File: config.mk
export PLATFORM = sky130hd
export DESIGN_NAME = fast_square_unpack
export DESIGN_NICKNAME = d
export VERILOG_FILES = /design/src/rtl/fast_square_unpack.sv
export SDC_FILE = /design/constraint.sdc
export NUM_CORES = 1
export LEC_CHECK = 0
export BUFFER_PORTS_ARGS = -buffer_cell sky130_fd_sc_hd__buf_4
export CAP_MARGIN = 20
export CORE_AREA = 2 2 160 99
export CTS_BUF_LIST = sky130_fd_sc_hd__clkbuf_2
export DETAILED_ROUTE_END_ITERATION = 16
export DIE_AREA = 0 0 162 101
export PLACE_DENSITY = 0.74
export RECOVER_POWER = 25
export SLEW_MARGIN = 20
export SYNTH_ARGS = -nofsm -noshare
export SYNTH_HDL_FRONTEND = slang
export SYNTH_SLANG_ARGS = --single-unit
File: constraint.sdc
create_clock -name clock -period 3.3 [get_ports clock]
set_input_delay 0.33 -clock clock [delete_from_list [all_inputs] [get_ports clock]]
set_output_delay 0.33 -clock clock [all_outputs]
set_load 0.1 [all_outputs]
File: src/rtl/fast_square_unpack.sv
// Unpacks 16-bit packed I/Q sign words from a small FIFO into one signed I/Q
// sample pair per clock; an all-channel marker word flushes and resynchronizes.
module fast_square_unpack #(
    parameter logic signed [15:0] AMPLITUDE  = 16'sd8192,
    parameter int unsigned        FIFO_DEPTH = 4,
    parameter logic [15:0]        MARKER     = 16'h8000
) (
    input  logic               clock,
    input  logic               reset,
    input  logic               enable,
    input  logic               in_strobe,
    input  logic [15:0]        i_in,
    input  logic [15:0]        q_in,
    output logic               in_ready,
    output logic               out_strobe,
    output logic signed [15:0] i_out,
    output logic signed [15:0] q_out,
    output logic               underrun,
    output logic               overflow
);

    localparam int unsigned       PW      = $clog2(FIFO_DEPTH);
    localparam int unsigned       CW      = $clog2(FIFO_DEPTH + 1);
    localparam logic [CW-1:0]     DEPTH_C = CW'(FIFO_DEPTH);
    localparam logic signed [15:0] POS_C  = AMPLITUDE;
    localparam logic signed [15:0] NEG_C  = -AMPLITUDE;

    typedef enum logic [1:0] {
        IDLE = 2'd0,
        FILL = 2'd1,
        RUN  = 2'd2
    } state_t;

    state_t              state_q, state_d;
    logic [31:0]         fifoMem_q [FIFO_DEPTH];
    logic [PW-1:0]       wrPtr_q, wrPtr_d;
    logic [PW-1:0]       rdPtr_q, rdPtr_d;
    logic [CW-1:0]       count_q, count_d;
    logic [15:0]         shiftI_q, shiftI_d;
    logic [15:0]         shiftQ_q, shiftQ_d;
    logic [3:0]          bitCnt_q, bitCnt_d;
    logic                outStrobe_q, outStrobe_d;
    logic signed [15:0]  iOut_q, iOut_d;
    logic signed [15:0]  qOut_q, qOut_d;
    logic                underrun_q, underrun_d;
    logic                overflow_q, overflow_d;

    logic                isMarker;
    logic                notFull;
    logic                wrEn;
    logic                rdEn;
    logic                flush;
    logic [31:0]         rdData;

    function automatic logic signed [15:0] toSample(input logic b);
        return b ? POS_C : NEG_C;
    endfunction

    assign isMarker = in_strobe && (i_in == MARKER) && (q_in == MARKER);
    assign notFull  = count_q < DEPTH_C;
    assign in_ready = notFull;
    assign rdData   = fifoMem_q[rdPtr_q];

    // bitCnt_q is the index of the bit currently on the outputs; at 15 the word is spent
    always_comb begin
        state_d     = state_q;
        shiftI_d    = shiftI_q;
        shiftQ_d    = shiftQ_q;
        bitCnt_d    = bitCnt_q;
        outStrobe_d = 1'b0;
        iOut_d      = '0;
        qOut_d      = '0;
        underrun_d  = underrun_q;
        overflow_d  = overflow_q;
        wrEn        = 1'b0;
        rdEn        = 1'b0;
        flush       = 1'b0;

        if (!enable) begin
            state_d    = IDLE;
            flush      = 1'b1;
            underrun_d = 1'b0;
            overflow_d = 1'b0;
            shiftI_d   = '0;
            shiftQ_d   = '0;
            bitCnt_d   = '0;
        end else begin
            case (state_q)
                IDLE: begin
                    state_d = FILL;
                    flush   = 1'b1;
                end
                FILL, RUN: begin
                    if (isMarker) begin
                        flush    = 1'b1;
                        shiftI_d = '0;
                        shiftQ_d = '0;
                        bitCnt_d = '0;
                        state_d  = FILL;
                    end else begin
                        if (in_strobe) begin
                            if (notFull) begin
                                wrEn = 1'b1;
                            end else begin
                                overflow_d = 1'b1;
                            end
                        end
                        if (state_q == FILL) begin
                            if (count_q >= CW'(2)) begin
                                rdEn = 1'b1;
                            end
                        end else if (bitCnt_q != 4'd15) begin
                            outStrobe_d = 1'b1;
                            iOut_d      = toSample(shiftI_q[15]);
                            qOut_d      = toSample(shiftQ_q[15]);
                            shiftI_d    = {shiftI_q[14:0], 1'b0};
                            shiftQ_d    = {shiftQ_q[14:0], 1'b0};
                            bitCnt_d    = bitCnt_q + 4'd1;
                        end else if (count_q != '0) begin
                            rdEn = 1'b1;
                        end else begin
                            underrun_d = 1'b1;
                            state_d    = FILL;
                        end
                    end
                end
                default: begin
                    state_d = IDLE;
                    flush   = 1'b1;
                end
            endcase

            // A popped word drives its oldest bit immediately; the rest waits in the shifter
            if (rdEn) begin
                state_d     = RUN;
                outStrobe_d = 1'b1;
                iOut_d      = toSample(rdData[31]);
                qOut_d      = toSample(rdData[15]);
                shiftI_d    = {rdData[30:16], 1'b0};
                shiftQ_d    = {rdData[14:0], 1'b0};
                bitCnt_d    = '0;
            end
        end
    end

    always_comb begin
        wrPtr_d = wrPtr_q;
        rdPtr_d = rdPtr_q;
        count_d = count_q;
        if (flush) begin
            wrPtr_d = '0;
            rdPtr_d = '0;
            count_d = '0;
        end else begin
            if (wrEn) begin
                wrPtr_d = wrPtr_q + PW'(1);
            end
            if (rdEn) begin
                rdPtr_d = rdPtr_q + PW'(1);
            end
            case ({wrEn, rdEn})
                2'b10:   count_d = count_q + CW'(1);
                2'b01:   count_d = count_q - CW'(1);
                default: count_d = count_q;
            endcase
        end
    end

    always_ff @(posedge clock or negedge reset) begin
        if (!reset) begin
            state_q     <= IDLE;
            wrPtr_q     <= '0;
            rdPtr_q     <= '0;
            count_q     <= '0;
            shiftI_q    <= '0;
            shiftQ_q    <= '0;
            bitCnt_q    <= '0;
            outStrobe_q <= 1'b0;
            iOut_q      <= '0;
            qOut_q      <= '0;
            underrun_q  <= 1'b0;
            overflow_q  <= 1'b0;
        end else begin
            state_q     <= state_d;
            wrPtr_q     <= wrPtr_d;
            rdPtr_q     <= rdPtr_d;
            count_q     <= count_d;
            shiftI_q    <= shiftI_d;
            shiftQ_q    <= shiftQ_d;
            bitCnt_q    <= bitCnt_d;
            outStrobe_q <= outStrobe_d;
            iOut_q      <= iOut_d;
            qOut_q      <= qOut_d;
            underrun_q  <= underrun_d;
            overflow_q  <= overflow_d;
        end
    end

    always_ff @(posedge clock) begin
        if (wrEn) begin
            fifoMem_q[wrPtr_q] <= {i_in, q_in};
        end
    end

    assign out_strobe = outStrobe_q;
    assign i_out      = iOut_q;
    assign q_out      = qOut_q;
    assign underrun   = underrun_q;
    assign overflow   = overflow_q;

endmodule

==> flow_metrics.py <==
metrics = {
    "clocking": {
        "holdBufCountCts": 35,
        "postCtsSetupRepairBufs": 0,
        "worstSkewPairLatency_ns": 0.71,
        "cts_resized": 0,
        "numCtsBuffers": 17,
        "clkSinkCount": 176,
        "cts_root_buf": "clkbuf_2",
        "clkSlewWorstSetupHoldPaths_ns": 0.27,
        "clockBufferDepth": 2,
        "cts_max_level": 4,
        "tritoncts": "yes",
    },
    "synthesis": {
        "yosys.area.top_type": "edfxtp_1",
        "syn_area_um2": 7360,
        "syn_inst": 424,
        "synth_cell_types": 51,
        "ys_top_cells_by_area": "edfxtp_1, dfrtp_1, mux4_2, mux2i_1, buf_4",
        "yosysWarnings": 0,
        "ys_seq_area_frac": 0.686,
        "synth-edff-count": 128,
        "synth_top_area_share": 0.523,
        "ys_top_cells_by_count": "edfxtp_1, dfrtp_1, buf_4, mux4_2, mux2i_1",
        "syn_area_per_cell_um2": 17.3,
        "yosys.cell_count.top_type": "edfxtp_1",
        "synthArstFlopShare": 0.273,
        "synthFlopType": "edfxtp_1",
        "synth_seq_cells": 176,
    },
    "layout": {
        "num_antenna_cells": 0,
        "nets": 554,
        "area_growth_pct": 13.7,
        "fill_cells": 1200,
        "fin_area_um2": 8360,
        "drive_gt1_frac": 0.201,
    },
    "power_and_ir_drop": {
        "power_density_nw_per_um2": 519,
        "p_leak_uw": 0.00288,
        "irDropWorstVdd_mv": 0.294,
    },
    "floorplan": {
        "die_w_um": 162,
        "pin_count": 72,
        "fp.dieH_um": 101,
        "core_um2": 15000,
        "std_cell_rows": 35,
        "die_area_um2": 16400,
        "initial_utilization": 0.491,
    },
    "routing": {
        "drt_iter0_markers": 424,
        "vias": 3985,
        "ant_nets": 0,
        "drc_errors": 0,
        "wirelength_mm": 14.1,
        "wl_per_cell_um": 19.4,
        "drt_first_pass_iters": 5,
        "routed_via_density": 5.49,
    },
    "critical_path": {
        "start_kind": "flip-flop",
        "critical_path_buf_inv_count": 0,
        "crit_top_cell": "a21oi_1",
        "critical_path.cell_chain": "ha_1 -> a31oi_1 -> a21oi_1 -> nor3b_1 -> fa_1 -> nor3_1 -> a21oi_1 -> a21oi_1",
        "cp.depth": 8,
        "cp.required_ns": 3.95,
        "crit_path_end_kind": "flip-flop",
        "cp_slowest_cell": "a31oi_1",
        "cpPeakStageDelay_ns": 0.54,
        "r2r_cells": 8,
        "crit_family": "compound AO/OA/AOI/OAI gates",
        "crit_type": "reg2reg",
        "arrival_ns": 3.42,
        "critical_path_peak_fanout": 6,
    },
    "hold_path": {
        "holdCritPathClass": "in2async",
    },
    "timing": {
        "fin_skew_ns": 0.0329,
        "period_minus_slack_ns": 2.76,
        "setup_viol": 0,
        "setup_tns_ns": 0,
        "slew_headroom": 0.440,
        "slew_violations": 0,
        "rsz0062_at_grt": "false",
        "worst_pin_slew_ns": 0.836,
        "hold_violations": 0,
        "fin_crit_sh": 0.837,
        "clock.fmax_mhz": 362,
    },
    "global_routing": {
        "grt_pass1_vias": 3895,
        "grt_antenna_before_repair": 0,
        "grt_usage": 0.182,
        "grt_max_degree": 49,
        "grt_first_pass_wirelength_mm": 22.0,
        "grt_overflow": 0,
    },
    "place": {
        "place.gp.congestion": 0.776,
        "place_area_um2": 7850,
        "io_buffers": 45,
        "hpwl_mm": 8.98,
    },
    "flow_run": {
        "cap_violations": 0,
    },
    "outcome": {
        "status": "complete, no violations",
    },
}
==> metal layers <==
layer  vias up  global-route usage  share of wire
met3        12              0.0370          0.055
li1       1794                   -              -
met5         -                   0              0
met2       127               0.274           0.45
met1      2052               0.276           0.49
met4         0              0.0429         0.0077
==> placed cells by master (no fill, tap or decap), types with 3 or more instances in the layout <==
cell	Yosys	final
clkbuf_2	0	18
dfrtp_1	48	47
inv_8	0	6
conb_1	1	26
mux2i_1	29	29
mux4_2	32	32
a21oi_1	6	6
a32o_1	3	3
nor3_1	5	4
o2bb2ai_1	27	27
nand3_1	6	6
clkinvlp_4	0	4
nand2b_1	3	3
and3_1	4	4
buf_4	32	31
edfxtp_1	128	128
inv_1	6	6
clkbuf_1	6	27
nor4_1	7	7
ha_1	7	7
nor2_1	20	20
dlygate4sd3_1	0	35
==> stage by stage <==
step | hold WS (ns) | power, uW | setup slack (ns) | utilization | cells
final | 0.141 | 4340 | 0.536 | 0.558 | 726
after CTS | 0.150 | 4380 | 0.552 | 0.565 | 726
after floorplan | 0.0344 | 3030 | 0.877 | - | 449
after global placement | 0.395 | 3170 | 0.426 | 0.524 | 659
after detailed placement | 0.396 | 3180 | 0.398 | 0.524 | 659
after global routing | 0.146 | 4490 | 0.354 | 0.558 | 726
==> worst reg2reg max path: stages (launching register included) <==
cell and delay [ns]:
dfrtp_1 0.48, ha_1 0.28, a31oi_1 0.54, a21oi_1 0.30
nor3b_1 0.24, fa_1 0.41, nor3_1 0.22, a21oi_1 0.09
a21oi_1 0.16
==> sequential cells by signal (all words and copies together) (netlist names) <==
| signal | cells |
|---|---|
| bitCnt_q | 4 |
| count_q | 3 |
| fifoMem_q | 128 |
| i_out | 2 |
| overflow | 1 |
| q_out | 1 |
| rdPtr_q | 2 |
| shiftI_q | 15 |
| shiftQ_q | 15 |
| state_q | 2 |
| underrun | 1 |
| wrPtr_q | 2 |
==> cells by family after synthesis <==
group,share of synthesized area
xor+xnor,0.00476
flops,0.686
other cells,0.000510
compound gates,0.0602
fa+ha+maj,0.0146
buf+inv,0.0481
simple gates,0.0485
mux,0.137
==> report_power, final <==
part           switching (uW)  internal [uW]  total, uW
clock                     799            384       1180
sequential               32.4           2440       2470
combinational             500            182        682
total                    1330           3010       4340
==> cell type report <==
class	instances	area [um2]	share of cell area
tap	203	254	0.0304
clock inverter	14	175	0.0210
multi-input combinational	215	2070	0.247
inverter	6	22.5	0.00269
sequential	176	5050	0.604
clock buffer	18	90.1	0.0108
timing repair buffer	94	704	0.0843
==> worst paths after layout <==
check	startpoint	to	slack, ns
max	bitCnt_q[0]$_DFFE_PN0P_	count_q[2]$_DFFE_PN0P_	0.54
min	reset	bitCnt_q[2]$_DFFE_PN0P_	0.14
max reg2reg	bitCnt_q[0]$_DFFE_PN0P_	count_q[2]$_DFFE_PN0P_	0.54
min reg2reg	shiftQ_q[15]$_DFFE_PN0P_	q_out[14]$_DFF_PN0_	0.51
max in group asynchronous	reset	rdPtr_q[0]$_DFFE_PN0P_	2.70
min in group clock	i_in[15]	fifoMem_q[2][31]$_DFFE_PP_	0.38
(Power assumes the default switching activity.)
